## src/rtl/switch_ingress_router.sv

```systemverilog
// Ingress framing/routing FSM: hunts SOF, matches the address byte against the egress
// port addresses and steers payload bytes to one egress FIFO, with drop/abort accounting.
module switch_ingress_router #(
  parameter int                 W_WIDTH     = 8,
  parameter int                 NUM_PORTS   = 4,
  parameter logic [W_WIDTH-1:0] SOF_BYTE    = 8'hFF,
  parameter int                 SOF_TIMEOUT = 16,
  parameter int                 CNT_WIDTH   = 8
) (
  input  logic                         clk,
  input  logic                         rst_n,
  input  logic                         sw_en,
  input  logic [W_WIDTH-1:0]           data_in,
  input  logic [NUM_PORTS*W_WIDTH-1:0] port_addr,
  input  logic [NUM_PORTS-1:0]         port_busy,
  input  logic                         drop_cnt_clr,
  output logic [NUM_PORTS-1:0]         wr_en,
  output logic [W_WIDTH-1:0]           data_out,
  output logic                         eop,
  output logic                         abort,
  output logic                         sof_timeout,
  output logic [CNT_WIDTH-1:0]         drop_cnt
);

  localparam int TMR_W = $clog2(SOF_TIMEOUT + 1);
  localparam int SEL_W = (NUM_PORTS > 1) ? $clog2(NUM_PORTS) : 1;

  typedef enum logic [2:0] {IDLE, SOF, ADDR, LOAD, DROP} state_t;

  state_t               state, state_next;
  logic [TMR_W-1:0]     timer, timer_next;
  logic [SEL_W-1:0]     sel, sel_next;
  logic [NUM_PORTS-1:0] wr_en_next;
  logic [W_WIDTH-1:0]   data_out_next;
  logic                 eop_next, abort_next, sof_timeout_next;
  logic [CNT_WIDTH-1:0] drop_cnt_next;
  logic                 drop_inc;

  logic [NUM_PORTS-1:0] hit;
  logic                 match_found;
  logic [SEL_W-1:0]     match_idx;

  genvar gi;
  generate
    for (gi = 0; gi < NUM_PORTS; gi++) begin : g_match
      assign hit[gi] = (port_addr[gi*W_WIDTH +: W_WIDTH] == data_in);
    end
  endgenerate

  // Scan from the top down so the lowest matching index wins.
  always_comb begin
    match_found = 1'b0;
    match_idx   = '0;
    for (int i = NUM_PORTS - 1; i >= 0; i--) begin
      if (hit[i]) begin
        match_found = 1'b1;
        match_idx   = SEL_W'(i);
      end
    end
  end

  always_comb begin
    state_next       = state;
    timer_next       = timer;
    sel_next         = sel;
    wr_en_next       = '0;
    data_out_next    = data_out;
    eop_next         = 1'b0;
    abort_next       = 1'b0;
    sof_timeout_next = 1'b0;
    drop_inc         = 1'b0;
    case (state)
      IDLE: begin
        if (sw_en) begin
          state_next = SOF;
          timer_next = '0;
        end
      end
      SOF: begin
        if (!sw_en) begin
          state_next = IDLE;
        end else if (data_in == SOF_BYTE) begin
          state_next = ADDR;
        end else if (timer == TMR_W'(SOF_TIMEOUT - 1)) begin
          state_next       = DROP;
          sof_timeout_next = 1'b1;
          drop_inc         = 1'b1;
        end else begin
          timer_next = timer + TMR_W'(1);
        end
      end
      ADDR: begin
        if (!sw_en) begin
          state_next = IDLE;
          drop_inc   = 1'b1;
        end else if (!match_found || port_busy[match_idx]) begin
          state_next = DROP;
          drop_inc   = 1'b1;
        end else begin
          state_next = LOAD;
          sel_next   = match_idx;
        end
      end
      LOAD: begin
        if (!sw_en) begin
          state_next = IDLE;
          eop_next   = 1'b1;
        end else if (port_busy[sel]) begin
          state_next = DROP;
          abort_next = 1'b1;
          drop_inc   = 1'b1;
        end else begin
          wr_en_next    = NUM_PORTS'(1) << sel;
          data_out_next = data_in;
        end
      end
      DROP: begin
        if (!sw_en) state_next = IDLE;
      end
      default: state_next = IDLE;
    endcase
  end

  // Clear wins over a same-cycle increment; the count sticks at all ones.
  always_comb begin
    drop_cnt_next = drop_cnt;
    if (drop_cnt_clr) drop_cnt_next = '0;
    else if (drop_inc && (drop_cnt != '1)) drop_cnt_next = drop_cnt + CNT_WIDTH'(1);
  end

  always_ff @(posedge clk or negedge rst_n) begin
    if (!rst_n) begin
      state       <= IDLE;
      timer       <= '0;
      sel         <= '0;
      wr_en       <= '0;
      data_out    <= '0;
      eop         <= 1'b0;
      abort       <= 1'b0;
      sof_timeout <= 1'b0;
      drop_cnt    <= '0;
    end else begin
      state       <= state_next;
      timer       <= timer_next;
      sel         <= sel_next;
      wr_en       <= wr_en_next;
      data_out    <= data_out_next;
      eop         <= eop_next;
      abort       <= abort_next;
      sof_timeout <= sof_timeout_next;
      drop_cnt    <= drop_cnt_next;
    end
  end

endmodule

```

## config.mk

```make
export PLATFORM = sky130hd
export DESIGN_NAME = switch_ingress_router
export DESIGN_NICKNAME = d
export VERILOG_FILES = /design/src/rtl/switch_ingress_router.sv
export SDC_FILE = /design/constraint.sdc
export NUM_CORES = 1
export LEC_CHECK = 0
export ABC_AREA = 1
export BUFFER_PORTS_ARGS = -buffer_cell sky130_fd_sc_hd__buf_2
export CAP_MARGIN = 10
export CELL_PAD_IN_SITES_DETAIL_PLACEMENT = 1
export CELL_PAD_IN_SITES_GLOBAL_PLACEMENT = 1
export CORE_UTILIZATION = 39
export DETAILED_ROUTE_END_ITERATION = 12
export MAX_ROUTING_LAYER = met4
export PLACE_DENSITY_LB_ADDON = 0.1
export SYNTH_ARGS = -nofsm -noshare
export SYNTH_HDL_FRONTEND = slang
export SYNTH_SLANG_ARGS = --single-unit
```

## constraint.sdc

```tcl
create_clock -name clk -period 3.8 [get_ports clk]
set_input_delay 0.38 -clock clk [delete_from_list [all_inputs] [get_ports clk]]
set_output_delay 0.38 -clock clk [all_outputs]
set_load 0.1 [all_outputs]
```

== Word level (Yosys, flattened, before mapping) ==
Cells that the tools add are included.

* Register bits: 33
* Bits of input ports: 48
* Output and inout bits: 23
* Word-level logic and storage cells: 88

* Add/sub/neg operators: 2
* Reductions and logical operators: 10
* Equal/unequal tests: 18
* Bitwise gates (word level): 2
* $lt $le $gt $ge: 2
* Shift operators: 1
* Mux-type cells: 44

{| class="wikitable"
|+ Operators with widths
! kind !! count
|-
| 8-bit == test || 4
|-
| 3-bit two-way mux || 9
|-
| 5-bit two-way mux || 4
|-
| 1-bit two-way mux || 17
|-
| 8-bit two-way mux || 2
|-
| 3-bit case mux with 5 select lines || 1
|-
| 4-bit two-way mux || 3
|-
| 2-bit != test (second input constant) || 5
|-
| 5-bit case mux with 2 select lines || 1
|-
| 8-bit by 1-bit adder with 8-bit output (second input constant) || 1
|-
| 8-bit == test (second input constant) || 1
|-
| 2-bit two-way mux || 4
|-
| 8-bit != test (second input constant) || 1
|-
| 3-bit by 2-bit == test with 1-bit output (second input constant) || 2
|-
| 2-bit by 3-bit < comparator with 1-bit output (second input constant) || 2
|-
| 3-bit AND reduction || 2
|-
| 5-bit by 1-bit adder with 5-bit output (second input constant) || 1
|-
| 5-bit by 4-bit == test with 1-bit output (second input constant) || 1
|-
| 5-bit AND reduction || 1
|-
| 1-bit binary-select mux with 2-bit select || 2
|-
| 4-bit != test (second input constant) || 1
|-
| 4-bit AND reduction || 1
|-
| 2-bit nonzero test || 2
|-
| 1-bit by 2-bit left shift with 4-bit output (first input constant) || 1
|-
| 9 further kinds || 10
|}

== Longest topological paths before layout ==
* Depth in word-level cells: 14
* Gate-level depth with buffers: 19

== Worst setup path before layout ==
Ideal clock, no wire load.

* Path kind: reg2reg
* From: reg drop_cnt[0]
* To: reg drop_cnt[6]
* Data arrival time: 2.318 ns
* Data required time: 3.733 ns
* Period minus slack after synthesis: 2.385 ns
* Path buffers: 0
* Stages on the path, launching flop included: 10
* Setup slack: 1.415 ns
* Cells stage by stage: dfrtp_1 -> ha_1 -> nand3_1 -> nor2_1 -> inv_1 -> nor2_1 -> a32oi_2 -> nand2_8 -> nand3_2 -> nand2_1

* Longest elaborated chain between the ends: 3
* Elaborated cells between the ends (all ways): 6

{| class="wikitable"
|+ Ends and longest elaborated chain
! element !! RTL line !! RTL
|-
| from (decl) || 22 || <nowiki>output logic [CNT_WIDTH-1:0] drop_cnt</nowiki>
|-
| from (signal assigned) || 151 || <nowiki>drop_cnt <= drop_cnt_next;</nowiki>
|-
| 8-bit by 1-bit adder with 8-bit output or 8-bit != test (tied branches) || 128 || <nowiki>else if (drop_inc && (drop_cnt != '1)) drop_cnt_next = drop_cnt + CNT_WIDTH'(1);</nowiki>
|-
| 8-bit two-way mux or 1-bit logical AND (tied branches) || 128 ||
|-
| 8-bit two-way mux or 2-bit nonzero test (tied branches) || n/a ||
|}

Several ways; a longest one is shown, not always the timed one. The select of a mux whose other input is x is not followed.
A chain may end at the register's enable or synchronous reset.

== Worst setup path after layout ==
* From: reg timer[0]
* To: reg timer[3]

* Longest elaborated chain between the ends: 5
* Elaborated cells between the ends (all ways): 8

{| class="wikitable"
|+ Ends and longest elaborated chain
! element !! RTL line !! RTL
|-
| from (decl) || 31 || <nowiki>logic [TMR_W-1:0] timer, timer_next;</nowiki>
|-
| from (signal assigned) || 144 || <nowiki>timer <= timer_next;</nowiki>
|-
| 5-bit by 1-bit adder with 5-bit output || 89 || <nowiki>timer_next = timer + TMR_W'(1);</nowiki>
|-
| 5-bit two-way mux || 84 || <nowiki>end else if (timer == TMR_W'(SOF_TIMEOUT - 1)) begin</nowiki>
|-
| 5-bit two-way mux || 82 || <nowiki>end else if (data_in == SOF_BYTE) begin</nowiki>
|-
| 5-bit two-way mux || 80 || <nowiki>if (!sw_en) begin</nowiki>
|-
| 5-bit case mux with 2 select lines || 72 || <nowiki>case (state)</nowiki>
|}

Several ways; a longest one is shown, not always the timed one. The select of a mux whose other input is x is not followed.

==> impl_metrics.env <==
export IMPL_grt_pass1_wl_mm=10.7
export IMPL_routedWlPerCell_um=13.0
export IMPL_fin_tns_setup_ns=0
export IMPL_start_kind="register"
export IMPL_maxSlewHeadroom_pct=49.5
export IMPL_fp_dieH_um=78.9
export IMPL_final_cell_mix="nand2_1, buf_2, inv_1"
export IMPL_cts_inserted_buffers=5
export IMPL_synthCells=332
export IMPL_setup_worst_path_start="timer[0]"
export IMPL_cp_required_ns=3.98
export IMPL_r2r_start="timer[0]"
export IMPL_fmax_mhz=493
export IMPL_cts_hold_buf=0
export IMPL_drive_above_1_share_pct=25.4
export IMPL_final_max_slew_viol_count=0
export IMPL_route_detailed_drc=0
export IMPL_syn_nets=383
export IMPL_cts_sinks=33
export IMPL_outcome="finished, final reports clean"
export IMPL_wirelength_mm=6.21
export IMPL_synth_warnings=0
export IMPL_arrival_ns=2.21
export IMPL_grt_pass1_vias=2391
export IMPL_io_pins=71
export IMPL_die_area_um2=6230
export IMPL_clockBufferDepth=2
export IMPL_reg2reg_to="timer[3]"
export IMPL_rsz0062_at_grt="false"
export IMPL_syn_area_um2=2310
export IMPL_clkTransAtPathRegs_ns=0.07
export IMPL_core_area_um2=5610
export IMPL_fin_util_pct=50.4
export IMPL_ir_drop_uv=136
export IMPL_overflow=0
export IMPL_drv_cap=0
export IMPL_layout_commonest_cell="nand2_1"
export IMPL_endpoint_kind="register"
export IMPL_cts_resized=0
export IMPL_ff2ff_setup_slack_ns=1.77
export IMPL_nNetsFinal=455
export IMPL_ys_seq_area_share_pct=35.8
export IMPL_insertedDiodeCount=0
export IMPL_antenna_left=0
export IMPL_portBuffers=70
export IMPL_place_congestion=0.867
export IMPL_dp_hpwl_mm=4.92
export IMPL_insertion_delay_ns=0.29
export IMPL_vias=2362
export IMPL_rows=27
export IMPL_drt_vias_per_instance=4.95
export IMPL_synth_seq_cells=33
export IMPL_min_path_type="input pin to asynchronous set/reset pin"
export IMPL_rr_worst_depth=9
export IMPL_start_util_pct=41.2
export IMPL_h_tree_depth=2
export IMPL_finalHoldViolCount=0
export IMPL_antenna_found_initial=0
export IMPL_cts_root_buf="clkbuf_8"
export IMPL_crit_path_max_fanout=5
export IMPL_endpoint="timer[3]"
export IMPL_cts_tree="built"
export IMPL_dr_first_iter_drc_count=106
export IMPL_setup_viol_count_final=0
export IMPL_synth_cell_types=33
export IMPL_drtPass1Iterations=4
export IMPL_worst_slew_pin_slew_ns=0.757
export IMPL_grt_max_degree=34
export IMPL_finClkSkew_ns=0.00742
export IMPL_worstSetupPathType="register to register"
export IMPL_fp_dieW_um=78.9
export IMPL_syn_area_per_cell_um2=6.95
export IMPL_grt_util_all_layers_pct=22.5
export IMPL_fin_crit_sh_pct=53.4
export IMPL_min_period_ns=2.03
export IMPL_area_growth_pct=22.4
export IMPL_power_density_nw_per_um2=352
export IMPL_cts_setup_buffers=0
export IMPL_leakage_nw=1.62
==> kinds of logic (layout without fill, tap and decap cells) <==
family	count (synthesis)	count (layout)	share of synthesized area [%]
AND/OR/NAND/NOR	192	192	39.0
buffers and inverters	61	134	10.2
flip-flops	33	33	35.8
AO/OA/AOI/OAI	25	25	6.56
XOR/XNOR	17	17	6.45
adder cells (fa/ha/maj)	3	3	1.63
multiplexers	1	1	0.434
==> state kept, by name, summed over array words and instances (netlist names) <==
register / cells
sel: 2
drop_cnt: 8
state: 3
data_out: 8
sof_timeout: 1
eop: 1
wr_en: 4
timer: 5
abort: 1
==> metrics by stage <==
step,hold slack (ns),area [µm²],total power [mW],setup WS (ns),std cells
detailed placement,0.477,2720,0.703,1.67,469
finish,0.157,2830,0.995,1.77,477
floorplan,0.0844,2310,0.613,1.41,332
CTS,0.184,2830,1.00,1.78,477
global route,0.215,2830,1.06,1.56,477
global placement,0.464,2720,0.695,1.72,469
==> report_power, final <==
part	total, mW	switching [mW]	internal [mW]
clock	0.298	0.134	0.164
sequential	0.409	0.0297	0.379
combinational	0.288	0.195	0.0931
total	0.995	0.359	0.636
==> synth_stat cells, drive strengths merged <==
cell    number  share of area [%]
o21ai       15                3.3
a22oi        1               0.33
ha           3                1.6
nand2      109                 19
nor4         3               0.81
a22o         2               0.76
clkbuf       2               0.33
nand4       10                3.0
nand3       25                7.6
xnor2        4                1.5
and2         1               0.27
or2          1               0.27
nand3b       1               0.33
o22ai        2               0.54
mux2i        1               0.43
nor3         7                1.5
nor2        32                5.2
dfrtp       33                 36
xor2        13                4.9
buf          3               0.76
inv         56                9.1
a32oi        1               0.70
and3         3               0.81
a21oi        3               0.65
o31ai        1               0.33
==> how the worst min path moves through the flow <==
stage / start / to / slack (ns) / cells after the start
floorplan: rst_n / abort / 0.08 / 0
global placement: data_out[6] / data_out[6] / 0.46 / 2
detailed placement: data_out[6] / data_out[6] / 0.48 / 2
CTS: rst_n / drop_cnt[7] / 0.18 / 1
global route: rst_n / drop_cnt[3] / 0.21 / 1
finish: rst_n / drop_cnt[3] / 0.16 / 1
==> critical path, cell delays in order, from the launching register on <==
cell and delay, ns:
dfrtp_1 0.41, ha_1 0.24, inv_1 0.06, nor3_1 0.04, ha_1 0.21, o21ai_0 0.30, nand3_1 0.19, inv_1 0.19
nand2_1 0.10, and3_1 0.18
==> metal layers <==
layer / track usage [%] / wire length [µm] / part of all wire, % / up-vias
li1: - / - / - / 1185
met1: 26.0 / 2730 / 44 / 1121
met2: 40.3 / 3250 / 52 / 50
met3: 3.33 / 168 / 2.7 / 6
met4: 6.55 / 67 / 1.1 / 0
met5: - / 0 / 0 / -
==> area by class of cell <==
type / instances / area (µm²)
Multi-Input combinational cell: 238 / 1250
Timing Repair Buffer: 70 / 350
Tap cell: 72 / 90.1
Clock inverter: 1 / 5.00
Sequential cell: 33 / 826
Inverter: 56 / 210
Fill cell: 787 / 2780
Clock buffer: 7 / 96.3
Note: power is estimated with default switching activity, not from simulation.
